==> config.mk <==
export PLATFORM = sky130hd
export DESIGN_NAME = usb_sie_rx
export DESIGN_NICKNAME = d
export VERILOG_FILES = /design/src/rtl/usb_sie_rx.sv
export SDC_FILE = /design/constraint.sdc
export NUM_CORES = 1
export LEC_CHECK = 0
export CAP_MARGIN = 20
export CELL_PAD_IN_SITES_DETAIL_PLACEMENT = 1
export CELL_PAD_IN_SITES_GLOBAL_PLACEMENT = 1
export CORE_MARGIN = 2
export CORE_UTILIZATION = 49
export DETAILED_ROUTE_END_ITERATION = 6
export PLACE_DENSITY = 0.82
export SLEW_MARGIN = 30
export SYNTH_ARGS = -nofsm -noshare
export SYNTH_HDL_FRONTEND = slang
export SYNTH_SLANG_ARGS = --single-unit
==> constraint.sdc <==
create_clock -name clk -period 6.2 [get_ports clk]
set_input_delay 1.24 -clock clk [delete_from_list [all_inputs] [get_ports clk]]
set_output_delay 1.24 -clock clk [all_outputs]
set_load 0.005 [all_outputs]
==> src/rtl/usb_sie_rx.sv <==
// USB SIE receive decoder: validates the PID, parses token fields, checks CRC5/CRC16 and
// delivers data payloads with the trailing CRC16 stripped, one verdict per packet.
module usb_sie_rx #(
    parameter int MAX_PAYLOAD = 64
) (
    input  logic        clk,
    input  logic        rst_n,
    input  logic [7:0]  rx_data,
    input  logic        rx_valid,
    input  logic        rx_active,
    input  logic        rx_error,
    output logic        pkt_start,
    output logic [3:0]  pkt_pid,
    output logic [6:0]  tok_addr,
    output logic [3:0]  tok_endp,
    output logic [10:0] sof_frame,
    output logic [7:0]  pl_data,
    output logic        pl_valid,
    output logic        pkt_done,
    output logic        pkt_ok
);
    typedef enum logic [2:0] {IDLE_S, PID_S, TOKEN_S, DATA_S, HSK_S, ERR_S, DONE_S} state_e;
    typedef enum logic [1:0] {C_BAD, C_TOK, C_DAT, C_HSK} cls_e;

    localparam logic [10:0] DATA_MAX = 11'(MAX_PAYLOAD + 2);
    localparam logic [3:0]  PID_SOF  = 4'b0101;

    function automatic cls_e pid_class(input logic [3:0] p);
        case (p)
            4'b0001, 4'b1001, 4'b1101, 4'b0101, 4'b0100: return C_TOK;
            4'b0011, 4'b1011, 4'b0111, 4'b1111:          return C_DAT;
            4'b0010, 4'b1010, 4'b1110, 4'b0110:          return C_HSK;
            default:                                     return C_BAD;
        endcase
    endfunction

    // Serial CRCs, bits consumed LSB-first as they came off the wire.
    function automatic logic [4:0] crc5_byte(input logic [4:0] c, input logic [7:0] d);
        logic [4:0] r;
        r = c;
        for (int i = 0; i < 8; i++)
            r = {r[3:0], 1'b0} ^ ((d[i] ^ r[4]) ? 5'h05 : 5'h00);
        return r;
    endfunction

    function automatic logic [15:0] crc16_byte(input logic [15:0] c, input logic [7:0] d);
        logic [15:0] r;
        r = c;
        for (int i = 0; i < 8; i++)
            r = {r[14:0], 1'b0} ^ ((d[i] ^ r[15]) ? 16'h8005 : 16'h0000);
        return r;
    endfunction

    state_e      state_q, state_d;
    cls_e        cls_q, cls_d;
    logic [10:0] cnt_q, cnt_d;
    logic [4:0]  crc5_q, crc5_d;
    logic [15:0] crc16_q, crc16_d;
    logic        err_q, err_d;
    logic [7:0]  b0_q, b0_d, h0_q, h0_d, h1_q, h1_d;
    logic [2:0]  b1_q, b1_d;
    logic        start_q, start_d, plv_q, plv_d, done_q, ok_q;
    logic [3:0]  pid_q, pid_d, endp_q;
    logic [7:0]  pld_q, pld_d;
    logic [6:0]  addr_q;
    logic [10:0] frame_q;
    logic        pid_ok_w, byte_in, fin, ok_d;

    assign pid_ok_w = (rx_data[7:4] == ~rx_data[3:0]);

    always_comb begin
        state_d = state_q;  cls_d = cls_q;    cnt_d = cnt_q;
        crc5_d  = crc5_q;   crc16_d = crc16_q; err_d = err_q;
        b0_d    = b0_q;     b1_d = b1_q;      h0_d = h0_q;  h1_d = h1_q;
        start_d = 1'b0;     pid_d = pid_q;    pld_d = pld_q; plv_d = 1'b0;
        byte_in = 1'b0;
        case (state_q)
            IDLE_S: begin
                cls_d = C_BAD;  cnt_d = '0;  crc5_d = 5'h1F;  crc16_d = 16'hFFFF;  err_d = 1'b0;
                if (rx_active) begin
                    state_d = PID_S;
                    err_d   = rx_error;
                end
            end
            PID_S: begin
                if (rx_error) err_d = 1'b1;
                if (rx_valid) begin
                    cls_d = pid_ok_w ? pid_class(rx_data[3:0]) : C_BAD;
                    if (cls_d == C_BAD) err_d = 1'b1;
                    else begin
                        start_d = 1'b1;
                        pid_d   = rx_data[3:0];
                    end
                    case (cls_d)
                        C_TOK:   state_d = TOKEN_S;
                        C_DAT:   state_d = DATA_S;
                        C_HSK:   state_d = HSK_S;
                        default: state_d = ERR_S;
                    endcase
                end
                if (!rx_active) state_d = DONE_S;
            end
            TOKEN_S, DATA_S, HSK_S, ERR_S: begin
                if (rx_error) err_d = 1'b1;
                byte_in = rx_valid;
                if (!rx_active) state_d = DONE_S;
            end
            default: state_d = IDLE_S;
        endcase

        if (byte_in) begin
            cnt_d   = (&cnt_q) ? cnt_q : cnt_q + 11'd1;
            crc5_d  = crc5_byte(crc5_q, rx_data);
            crc16_d = crc16_byte(crc16_q, rx_data);
            if (cnt_q == 11'd0) b0_d = rx_data;
            if (cnt_q == 11'd1) b1_d = rx_data[2:0];
            h0_d = h1_q;
            h1_d = rx_data;
            // The two newest bytes may be the CRC, so only the byte two behind is released.
            if (state_q == DATA_S && cnt_q >= 11'd2 && cnt_q < DATA_MAX) begin
                plv_d = 1'b1;
                pld_d = h0_q;
            end
        end
    end

    // Verdict is taken from next-state values so a byte arriving with rx_active's fall counts.
    assign fin = (state_d == DONE_S);
    always_comb begin
        case (cls_d)
            C_TOK:   ok_d = (cnt_d == 11'd2) && (crc5_d == 5'b01100);
            C_DAT:   ok_d = (cnt_d >= 11'd2) && (cnt_d <= DATA_MAX) && (crc16_d == 16'h800D);
            C_HSK:   ok_d = (cnt_d == 11'd0);
            default: ok_d = 1'b0;
        endcase
        ok_d = ok_d && !err_d;
    end

    always_ff @(posedge clk or negedge rst_n) begin
        if (!rst_n) begin
            state_q <= IDLE_S;  cls_q <= C_BAD;  cnt_q <= '0;
            crc5_q  <= 5'h1F;   crc16_q <= 16'hFFFF;  err_q <= 1'b0;
            b0_q <= '0;  b1_q <= '0;  h0_q <= '0;  h1_q <= '0;
            start_q <= 1'b0;  pid_q <= '0;  pld_q <= '0;  plv_q <= 1'b0;
            done_q  <= 1'b0;  ok_q <= 1'b0;
            addr_q  <= '0;    endp_q <= '0;  frame_q <= '0;
        end else begin
            state_q <= state_d;  cls_q <= cls_d;  cnt_q <= cnt_d;
            crc5_q  <= crc5_d;   crc16_q <= crc16_d;  err_q <= err_d;
            b0_q <= b0_d;  b1_q <= b1_d;  h0_q <= h0_d;  h1_q <= h1_d;
            start_q <= start_d;  pid_q <= pid_d;  pld_q <= pld_d;  plv_q <= plv_d;
            done_q  <= fin;
            ok_q    <= fin && ok_d;
            if (fin && ok_d && cls_d == C_TOK) begin
                if (pid_q == PID_SOF) frame_q <= {b1_d, b0_d};
                else begin
                    addr_q <= b0_d[6:0];
                    endp_q <= {b1_d, b0_d[7]};
                end
            end
        end
    end

    assign pkt_start = start_q;
    assign pkt_pid   = pid_q;
    assign tok_addr  = addr_q;
    assign tok_endp  = endp_q;
    assign sof_frame = frame_q;
    assign pl_data   = pld_q;
    assign pl_valid  = plv_q;
    assign pkt_done  = done_q;
    assign pkt_ok    = ok_q;
endmodule
=== Word level (Yosys, flattened, before mapping) ===
Memories as Yosys holds them, arrays and structs flattened.
Index checks and enable logic that the tools add are counted.

* Bits in registers: 103
* Input port bits: 13
* Memories kept: 1
* Bits in read-only memories: 32
* Logic and storage cells: 147

{| class="wikitable"
|+ Memory list
! memory !! depth !! width !! rd ports !! clocked after Yosys merged registers in !! wr ports !! RTL line !! RTL
|-
| (name not given) || 16 || 2 || 1 || 0 || 0 || 29 || <nowiki>case (p)</nowiki>
|}

* Magnitude comparators: 4
* Muxes and demuxes: 50
* $add $sub $neg: 1
* Reduce and logical (&&, ||, !) cells: 19
* Equality and inequality tests: 18
* Bitwise operators: 35

{| class="wikitable"
|+ Operator list
! cell !! count
|-
| 16-bit two-way mux || 10
|-
| 16-bit bitwise XOR || 8
|-
| 3-bit two-way mux || 14
|-
| 5-bit by 3-bit bitwise XOR with 5-bit output || 8
|-
| 11-bit two-way mux || 3
|-
| 11-bit by 2-bit >= comparator with 1-bit output (second input constant) || 2
|-
| 11-bit logical NOT || 2
|-
| 3-bit one-hot mux with 3 select lines || 2
|-
| 16-bit == test (second input constant) || 1
|-
| 8-bit two-way mux || 2
|-
| 1-bit bitwise XOR || 16
|-
| 11-bit by 1-bit adder with 11-bit output (second input constant) || 1
|-
| 11-bit by 1-bit == test with 1-bit output (second input constant) || 1
|-
| 11-bit by 2-bit == test with 1-bit output (second input constant) || 1
|-
| 11-bit by 7-bit <= comparator with 1-bit output (second input constant) || 1
|-
| 11-bit by 7-bit < comparator with 1-bit output (second input constant) || 1
|-
| 11-bit AND reduction || 1
|-
| 1-bit two-way mux || 10
|-
| 5-bit two-way mux || 2
|-
| 3-bit == test (second input constant) || 3
|-
| 2-bit == test (second input constant) || 4
|-
| 1-bit logical AND || 8
|-
| 2-bit two-way mux || 4
|-
| 3-bit by 2-bit == test with 1-bit output (second input constant) || 2
|-
| other kinds (15) || 20
|}

=== Logic depth before layout (Yosys ltp) ===
Gate-level depths: netlist of the first run.

* Word-level depth: 32
* Depth in mapped cells: 11
* Depth with buffers taken out: 10

=== Least setup slack after synthesis of the first run ===
No wires, ideal clock.

* Path type: input-to-reg
* From: input rx_data[0]
* To: register frame_q[10] (netlist: sof_frame[10])
* Required time: 6072 ps
* Path buffers: 2
* Stages: 11
* Slack: 2055 ps
* Library setup time: 128 ps
* Arrival: 4018 ps
* Cell sequence: buf_4 -> xor2_1 -> nand3_1 -> or3b_1 -> ha_1 -> a41oi_1 -> o21bai_1 -> or4b_2 -> nor4b_4 -> buf_4 -> mux2_1

* Word-level cells in the longest chain between the ends: 32
* Elaborated cells between the ends (all ways): 75
* Classes of those cells: 10 x eq/ne; 27 x mux; 29 x bitwise; 8 x reduce/logical; 1 x memory

{| class="wikitable"
|+ RTL lines
! element !! RTL line !! RTL
|-
| from (decl) || 8 || <nowiki>input logic [7:0] rx_data,</nowiki>
|-
| 1-bit bitwise XOR || 50 || <nowiki>r = {r[14:0], 1'b0} ^ ((d[i] ^ r[15]) ? 16'h8005 : 16'h0000);</nowiki>
|-
| 16-bit two-way mux || 50 ||
|-
| 16-bit bitwise XOR || 50 ||
|-
| 1-bit bitwise XOR || 50 ||
|-
| 16-bit two-way mux || 50 ||
|-
| 16-bit bitwise XOR || 50 ||
|-
| 1-bit bitwise XOR || 50 ||
|-
| 16-bit two-way mux || 50 ||
|-
| [... 16 more ...] || n/a ||
|-
| 16-bit two-way mux || 111 || <nowiki>if (byte_in) begin</nowiki>
|-
| 16-bit == test || 132 || <nowiki>C_DAT: ok_d = (cnt_d >= 11'd2) && (cnt_d <= DATA_MAX) && (crc16_d == 16'h800D);</nowiki>
|-
| 1-bit logical AND || 132 ||
|-
| 1-bit one-hot mux with 3 select lines || 130 || <nowiki>case (cls_d)</nowiki>
|-
| 1-bit logical AND || 136 || <nowiki>ok_d = ok_d && !err_d;</nowiki>
|-
| 1-bit logical AND || 154 || <nowiki>if (fin && ok_d && cls_d == C_TOK) begin</nowiki>
|-
| 1-bit logical AND (*) || 154 ||
|-
| 2-bit AND reduction (no source line) (*) || n/a ||
|-
| to (signal assigned) || 155 || <nowiki>if (pid_q == PID_SOF) frame_q <= {b1_d, b0_d};</nowiki>
|-
| to (decl) || 66 || <nowiki>logic [10:0] frame_q;</nowiki>
|}

Mark *: on every way between the ends. The rest lies on a longest branch, timed or not. The select of a mux whose other input is x is not followed.
A chain may end at the register's enable or synchronous reset.

=== Final worst setup path of the first run ===
* From: input rx_data[1]
* To: register addr_q[2] (netlist: tok_addr[2])

* Word-level cells in the longest chain between the ends: 29
* Elaborated cells between the ends (all ways): 71
* Classes of those cells: 10 x eq/ne; 26 x mux; 26 x bitwise; 8 x reduce/logical; 1 x memory

{| class="wikitable"
|+ RTL lines
! element !! RTL line !! RTL
|-
| 1-bit bitwise XOR || 50 ||
|-
| 16-bit two-way mux || 50 ||
|-
| 16-bit bitwise XOR || 50 ||
|-
| 1-bit bitwise XOR || 50 ||
|-
| 16-bit two-way mux || 50 ||
|-
| 16-bit bitwise XOR || 50 ||
|-
| 1-bit bitwise XOR || 50 ||
|-
| 16-bit two-way mux || 50 ||
|-
| [... 13 more ...] || n/a ||
|-
| 16-bit two-way mux || 111 ||
|-
| 16-bit == test || 132 ||
|-
| 1-bit logical AND || 132 ||
|-
| 1-bit one-hot mux with 3 select lines || 130 ||
|-
| 1-bit logical AND || 136 ||
|-
| 1-bit logical AND || 154 ||
|-
| 1-bit logical AND (*) || 154 ||
|-
| 2-bit AND reduction (no source line) (*) || n/a ||
|-
| to (signal assigned) || 157 || <nowiki>addr_q <= b0_d[6:0];</nowiki>
|-
| to (decl) || 65 || <nowiki>logic [6:0] addr_q;</nowiki>
|}

Marks and branches as above.

==> results of run 1 <==
-- cells in the final DEF, fill, tap and decap left out, types with 2 or more instances in the layout --
master,n
clkdlybuf4s50_1,49
o21a_1,4
a2111oi_0,2
o211ai_1,4
nor2_2,2
mux2_2,25
or3_1,2
nor4b_4,2
nand3_1,11
mux2i_1,2
and2_1,2
nand2b_1,5
nor3_1,10
mux2_1,20
inv_1,8
dfrtp_1,82
xnor2_1,25
o31ai_1,2
xor2_1,16
a21oi_1,20
nand2_1,90
nor4_1,5
a221o_1,2
ha_1,6
clkbuf_8,9
nor2_1,28
or4_1,4
xnor2_2,2
buf_4,7
o22ai_1,3
nor2b_1,2
dfstp_2,21
inv_6,2
a211oi_1,4
a41oi_1,3
o21ai_0,21
nand4_1,5
nand3b_1,3
o21ai_1,3
-- state kept, by name, summed over array words and instances, names as in the netlist --
signal / flops
crc16_q: 16
cnt_q: 11
sof_frame: 11
b0_q: 8
h0_q: 8
h1_q: 8
pl_data: 8
tok_addr: 7
crc5_q: 5
pkt_pid: 4
tok_endp: 4
b1_q: 3
state_q: 3
cls_q: 2
err_q: 1
pkt_done: 1
pkt_ok: 1
pkt_start: 1
pl_valid: 1
-- area by class of cell --
cell class / instances / area share
Clock inverter: 7 / 0.0109
Inverter: 9 / 0.00557
Sequential cell: 103 / 0.430
Tap cell: 136 / 0.0281
Clock buffer: 9 / 0.0204
Timing Repair Buffer: 56 / 0.0896
Multi-Input combinational cell: 363 / 0.416
-- how the worst max path moves through the flow --
stage,slack [ns],cells past startpoint,from,to
2_1_floorplan,2.05,11,rx_data[0],sof_frame[10]
3_3_place_gp,0.93,10,rx_data[1],sof_frame[0]
3_5_place_dp,0.77,11,rx_data[1],tok_endp[1]
4_1_cts,1.17,11,rx_data[1],tok_endp[1]
5_1_grt,0.99,10,rx_data[0],tok_addr[2]
6_report,1.19,11,rx_data[1],tok_addr[2]
-- cell families after synthesis --
logic type,after synthesis
and+or+nand+nor,182
DFF,103
AOI/OAI and AO/OA,81
xor gates and xnor gates,47
muxes,47
buffers and inverters,34
adders and majority gates,6
-- where the power goes --
group	switching (mW)	internal, mW	total [mW]
clock	0.257	0.155	0.412
combinational	0.746	0.548	1.29
sequential	0.189	0.919	1.11
total	1.19	1.62	2.81
-- stage by stage --
step | hold slack [ns] | power, mW | area, µm²
global route | 0.500 | 3.02 | 6060
finish | 0.477 | 2.81 | 6060
floorplan | 0.439 | 2.01 | 5280
CTS | 0.482 | 2.83 | 6060
global placement | 0.448 | 2.33 | 5860
detailed placement | 0.457 | 2.40 | 5870
-- worst reg2reg max path: cells and delay by family (launching register included) --
| family | cells | cell delay, ns |
|---|---|---|
| xor gates and xnor gates | 1 | 0.27 |
| buffers and inverters | 1 | 0.42 |
| muxes | 1 | 0.41 |
| DFF | 1 | 0.81 |
| AOI/OAI and AO/OA | 1 | 0.13 |
| and+or+nand+nor | 5 | 1.75 |
-- routing by layer --
layer	vias to the layer above	GRT usage	wire length, µm	share of wire
met5	-	0	0	0
met1	1960	0.333	6140	0.46
li1	1830	-	-	-
met3	15	0.0466	439	0.033
met2	85	0.412	6720	0.50
met4	0	0.0540	161	0.012
==> results, run 1 <==
- After detailed routing, the total wire length is 13,500 µm.
- The clock drives 103 sinks.
- The number of rows created at floorplan is 37.
- The number of warning messages in the yosys log is 0.
- The clock slew at the register clock pins of the worst setup and hold paths is 0.10 ns.
- The end point of the most critical hold path is h0_q[7].
- The layout has 1,120 filler cells.
- The depth of the worst hold-timing path is 2.
- The dominant synthesized flop cell is dfrtp_1.
- The starting DRC count in detailed routing is 266.
- The remaining design rule violation count is 0.
- The repair_antennas step left the layout with diodes totalling 0.
- The compound-cell area share of the yosys netlist was 0.101.
- The first TritonRoute pass finished after 4 iterations.
- In the final layout, the share of cells above drive strength 1 is 0.165.
- In the synthesized netlist, the number of instances is 500.
- By count the netlist is led by nand2_1, dfrtp_1, nor2_1, mux2_2, xnor2_1.
- The y dimension of the die is 108 µm.
- After detailed routing, the average wire length per cell comes to 19.7 µm.
- The core region is 10,400 µm².
- Of the total synthesized cell area, the portion taken by full adders, half adders and majority gates is 0.0142.
- The first-pass GRT wire length is 22,100 µm.
- The maximum root-to-sink buffer count is 2.
- The summed negative setup slack over all endpoints is 0 ns.
- The simple logic cell fraction of the synthesized area is 0.170.
- The share of the synthesized netlist area taken by xor and xnor gates is 0.0913.
- The width of the die is 108 µm.
- By area the synthesized netlist is led by dfrtp_1, dfstp_2, nand2_1.
- The end-of-flow core utilization is 0.585.
- At the pin with the least slew margin, the transition time is 0.786 ns.
- The worst voltage drop across the vdd grid is 0.258 mV.
- The HPWL after detailed placement is 9760 µm.
- The number of setup buffers added after CTS is 0.
- The number of nets handed over by synthesis was 519.
- The count of cells resized by post-cts repair is 0.
- Timing analysis after detailed placement gives a worst setup slack of 0.772 ns.
- After synthesis the netlist holds a flip-flop and latch count of 103.
- The routed layout has 3,890 vias.
- The area of the multi-input gates is 2520 µm².
- The post-synthesis cell type count is 70.
- A synthesized cell averages 10.6 µm².
- The relative slew slack is 0.472.
- Derived from the worst setup path, the maximum achievable clock frequency is 0.200 GHz.
- Clock latency on the worst-skew pair, taken at its later pin, is 0.37 ns.
- The count of placed standard cells in the final layout, fillers left out is 683.
- The top cell type by total area after synthesis is dfrtp_1.
- Dividing the detail-routed via count by the number of cells gives 5.70.
- Hold repair after CTS inserted 0 buffers.
- The area growth from synthesis to layout is 14.9%.
- The worst setup path is captured at a register.
- The initial antenna violation count is 0.
- The most common cell in the synthesized netlist is nand2_1.
- The mux cell area share after synthesis is 0.0998.
- The library cell contributing the largest single delay on the critical path is or4b_2.
- By instance count, the cell type seen most on the critical path is ha_1.
- The signal on the critical path passes through clkdlybuf4s50_1 > ha_1 > nand3b_1 > o211ai_1 > or2_2 > ha_1 > a41oi_1 > o21bai_1 > or4b_2 > nor4_4 > mux2_1.
- The global placement routability congestion is 0.888.
- The initial utilization of the core area, before any placement, comes to 0.509.
- The sequential area share after synthesis is 0.493.
- The critical path is of the primary input to register type.
- Setup violations remaining at the end of the flow were counted as 0.
- The proportion of netlist area held by the largest area contributor is 0.389.
- In this run the clock root is driven by a clkbuf_8.
- Summed over all layers, the global routing overflow is 0.
- The cell leakage power is 2.64 nW.
- For this design the ratio of total power to cell area is 464 nW/µm².
- The overall routing resource usage is 0.246.
- The net count of the finished layout is 561.
- Across the run, the number of max-cap violations was 0.
- The worst register-to-register path ends at tok_addr[2].
- The area of the mapped netlist is 5280 µm².
- The time the final worst path needs with I/O delays and setup is 5.01 ns.
- The class of the tightest hold or removal check is register to register.
- The type of element launching the critical path is a primary input.
- The worst setup slack after layout is 1.19 ns.
- In this run the remaining antenna-violating nets after routing total 0.
- Setup repair after global routing left no endpoint under its margin.
- Counting flops with an async set or reset pin after synthesis yields a share of 1.00.
- The final setup skew is 0.00890 ns.
- The maximum net fanout on the critical path is 11.
- The number of top-level design ports is 51.
- The kind of cell with the highest combined delay along the critical path is simple AND/OR/NAND/NOR gates.
- Counting both buffers and inverters, the worst setup path holds a total of 1.
- Dividing the final minimum period by the clock period gives 0.808.
- The CTS buffer count is 9.
- The area enclosed by the die boundary is 11,600 µm².
- The number of global-route vias before repair was 4,142.
- The number of max-slew violations in the final report is 0.
- The startpoint identified for the worst register-to-register timing path is state_q[2].
- Measured in cells, the most critical reg-to-reg path has a length of 9.
- During placement, the flow inserted port buffers numbering 50.
- The startpoint identified for the worst hold timing path is h1_q[7].
- Across the whole layout, storage elements account for 2600 µm².
- TritonCTS built the clock tree.
- The H-tree generated during clock tree synthesis spans 3 levels.
- The number of cells in the design after placement is 667.
- The worst path required time is 6.45 ns.
- For flop-to-flop paths, the worst setup slack is 2.30 ns.
- The main combinational cell family by area after synthesis is simple AND/OR/NAND/NOR gates.
- The pin count of the biggest net entering global routing is 62.
- The final-report hold violation count came to 0.
- The largest single stage delay on the critical path is 0.75 ns.
- The number of enable-type register cells in the synthesized netlist is 0.
- The data arrival time of the critical path is 5.26 ns.
- The flow ran to the end, and the final reports show no timing, DRC or antenna violations.
Note: power is estimated with default switching activity, not from simulation.
==> inputs of run 2 (changes only) <==
Settings changed: CORE_UTILIZATION 49 to 45, PLACE_DENSITY 0.82 to 0.76.
Clock period 6.2 ns to 4.82 ns, I/O delays scaled along.
==> results, run 2 (synthesized netlist as in run 1, its figures left out) <==
- Setup violations remaining at the end of the flow were counted as 0.
- The floorplan has 39 rows.
- The maximum root-to-sink buffer count is 2.
- The most common cell after layout, fill and taps aside is nand2_1.
- The number of global-route vias before repair was 4,458.
- The summed negative setup slack over all endpoints is 0 ns.
- The worst hold path belongs to the class register to register.
- The floorplan step set the die width to 112 µm.
- The top cell types in the final layout, fill and taps aside, are nand2_1, dfrtp_1, clkdlybuf4s50_1.
- The register with the most flip-flops in the layout has 16 of them.
- Clock tree synthesis inserted a total of 9 buffers.
- The TritonCTS sink count is 103.
- The time the final worst path needs with I/O delays and setup is 4.27 ns.
- The detailed router finished its first iteration with 234 violations.
- The library cell contributing the largest single delay on the critical path is or4b_2.
- The layout cell share with drive strength beyond 1 is 0.187.
- In this run the tool buffered the top-level ports with 50 buffer cells.
- The die covers 12,600 µm².
- The number of inserted diodes is 0.
- Setup repair after global routing left no endpoint under its margin.
- The total chip power is 3.86 mW.
- At the later pin of the worst-skew pair, clock insertion delay measures 0.36 ns.
- At the end of the flow, the number of nets in the layout was 577.
- The worst-case IR drop observed on VDD is 0.323 mV.
- The upper clock frequency limit is 0.234 GHz.
- The worst-case setup slack after placement is 0.201 ns.
- The number of max-slew violations in the final report was 0.
- Counting flops per register, the top entry is crc16_q.
- Along the worst path, the maximum fanout reaches 11.
- The count of cells resized by post-cts repair is 0.
- The slew at the pin closest to its max-slew limit is 0.785 ns.
- The floorplan step defined a core boundary enclosing 11,400 µm².
- The power per standard cell area is 613 nW/µm².
- Clock tree synthesis selected as its root buffer the cell clkbuf_16.
- In the finished design, the share of the clock period the worst path needs comes to 0.886.
- The delay of the slowest critical-path stage is 0.75 ns.
- The critical path is of the primary input to register type.
- The number of top-level design ports is 51.
- The total overflow reported by the global router is 0.
- The first global-routing pass estimated 23,900 µm of wire.
- The clock slew at the register clock pins of the worst setup and hold paths is 0.07 ns.
- The routed design has 14,200 µm of wire.
- The initial antenna violation count is 0.
- The number of max-cap violations is 0.
- The clock tree from TritonCTS is yes.
- Dividing the detail-routed wire length by the instance count gives 20.0 µm.
- STA puts the critical path data required time at 5.05 ns.
- The overall routing resource usage is 0.241.
- The type of element launching the critical path is a primary input.
- The share of total power in combinational logic is 0.441.
- After clock tree synthesis, the flow added hold-fix buffers numbering 0.
- After detailed placement, the total cell area comes to 6000 µm².
- The global placement routability congestion is 0.872.
- The wire-length estimate of the detail-placed layout is 10,300 µm.
- Of the total power, the clock network draws 0.197.
- The internal portion of the total power is 2.34 mW.
- The vias after detailed routing is 4,032.
- After detailed routing, the number of remaining DRC violations is 0.
- The effective utilization at floorplan is 0.462.
- Of the total power, the share spent switching nets is 0.395.
- For this run, the detailed router's first-pass iteration total came to 4.
- The H-tree was split into 3 levels.
- The switching power summed over all nets is 1.53 mW.
- For this design the static power due to leakage is 2.77 nW.
- The worst hold slack after final layout is 0.475 ns.
- The type of destination of the critical path is a register.
- Of the total power, registers draw 0.362.
- The pin count of the biggest net entering global routing is 82.
- The relative slew slack is 0.469.
- The worst setup slack after layout is 0.548 ns.
- The signal on the critical path passes through clkdlybuf4s50_1 > xor2_1 > nand3_1 > or3b_1 > ha_1 > a41oi_1 > o21bai_1 > or4b_2 > nor4_4 > buf_4 > mux2_1.
- The finished cells cover 6300 µm².
- The final-report hold violation count is 0.
- The y dimension of the die is 112 µm.
- The post-detailed-route via-to-cell ratio is 5.71.
- The clock arrives with 0.00728 ns of skew.
- Relative to the synthesized area, the layout overhead comes to 19.4%.
- The data arrival time of the critical path is 4.50 ns.
- The count of nets left with antenna violations once routing finished came out at 0.
- The layout filler cell count is 1,278.
- The number of setup buffers added after CTS is 0.
- The flow ran to the end, and the final reports show no timing, DRC or antenna violations.
-- run 2: final timing paths --
| path | slack [ns] | endpoint | from | depth (start not counted) |
|---|---|---|---|---|
| worst max-delay path | 0.55 | tok_endp[3] | rx_data[3] | 11 |
| worst min-delay path | 0.47 | h0_q[3] | h0_q[3] | 2 |
| worst max register to register | 1.11 | tok_endp[3] | state_q[1] | 9 |
| worst min register to register | 0.47 | h0_q[3] | h0_q[3] | 2 |
| max in group asynchronous | 3.30 | crc5_q[1] | rst_n | 2 |
| min in group asynchronous | 0.65 | tok_addr[0] | rst_n | 1 |
-- run 2: cell type report --
| cell class | instances | area, µm² | share of cell area |
|---|---|---|---|
| Clock buffer | 10 | 239 | 0.0379 |
| Clock inverter | 6 | 66.3 | 0.0105 |
| Inverter | 9 | 33.8 | 0.00536 |
| Multi-Input combinational cell | 363 | 2510 | 0.399 |
| Sequential cell | 103 | 2600 | 0.413 |
| Tap cell | 143 | 179 | 0.0284 |
| Timing Repair Buffer | 72 | 667 | 0.106 |
-- run 2: critical path: cells and delay by family --
kind | cells | cell delay (ns)
AOI/OAI and AO/OA | 2 | 0.32
xor gates and xnor gates | 1 | 0.22
adders and majority gates | 1 | 0.22
buffers and inverters | 2 | 0.89
muxes | 1 | 0.35
and+or+nand+nor | 4 | 1.54
-- run 2: power groups by stage --
stage / clock network (mW) / registers [mW] / logic [mW]
after CTS: 0.770 / 1.40 / 1.72
after floorplan: 0 / 1.32 / 1.26
after global routing: 0.807 / 1.44 / 1.91
after detailed placement: 0 / 1.41 / 1.70
after global placement: 0 / 1.39 / 1.62
final: 0.760 / 1.40 / 1.70
-- run 2: routing by layer --
| metal | global-route usage | wire, µm | up-vias |
|---|---|---|---|
| li1 | - | - | 1861 |
| met1 | 0.316 | 6310 | 2085 |
| met2 | 0.409 | 7170 | 72 |
| met3 | 0.0416 | 461 | 14 |
| met4 | 0.0805 | 208 | 0 |
| met5 | 0 | 0 | - |
-- run 2: metrics by stage --
| stage | utilization | instances |
|---|---|---|
| after global placement | 0.525 | 690 |
| final | 0.552 | 706 |
| after detailed placement | 0.525 | 690 |
| after global routing | 0.552 | 706 |
| after CTS | 0.552 | 706 |
| after floorplan | - | 500 |
==> inputs of run 3 (changes only) <==
Settings changed: HOLD_SLACK_MARGIN set to 0.03.
==> results of run 3 <==
Final layout, timing and power as in run 2 (identical DEF).
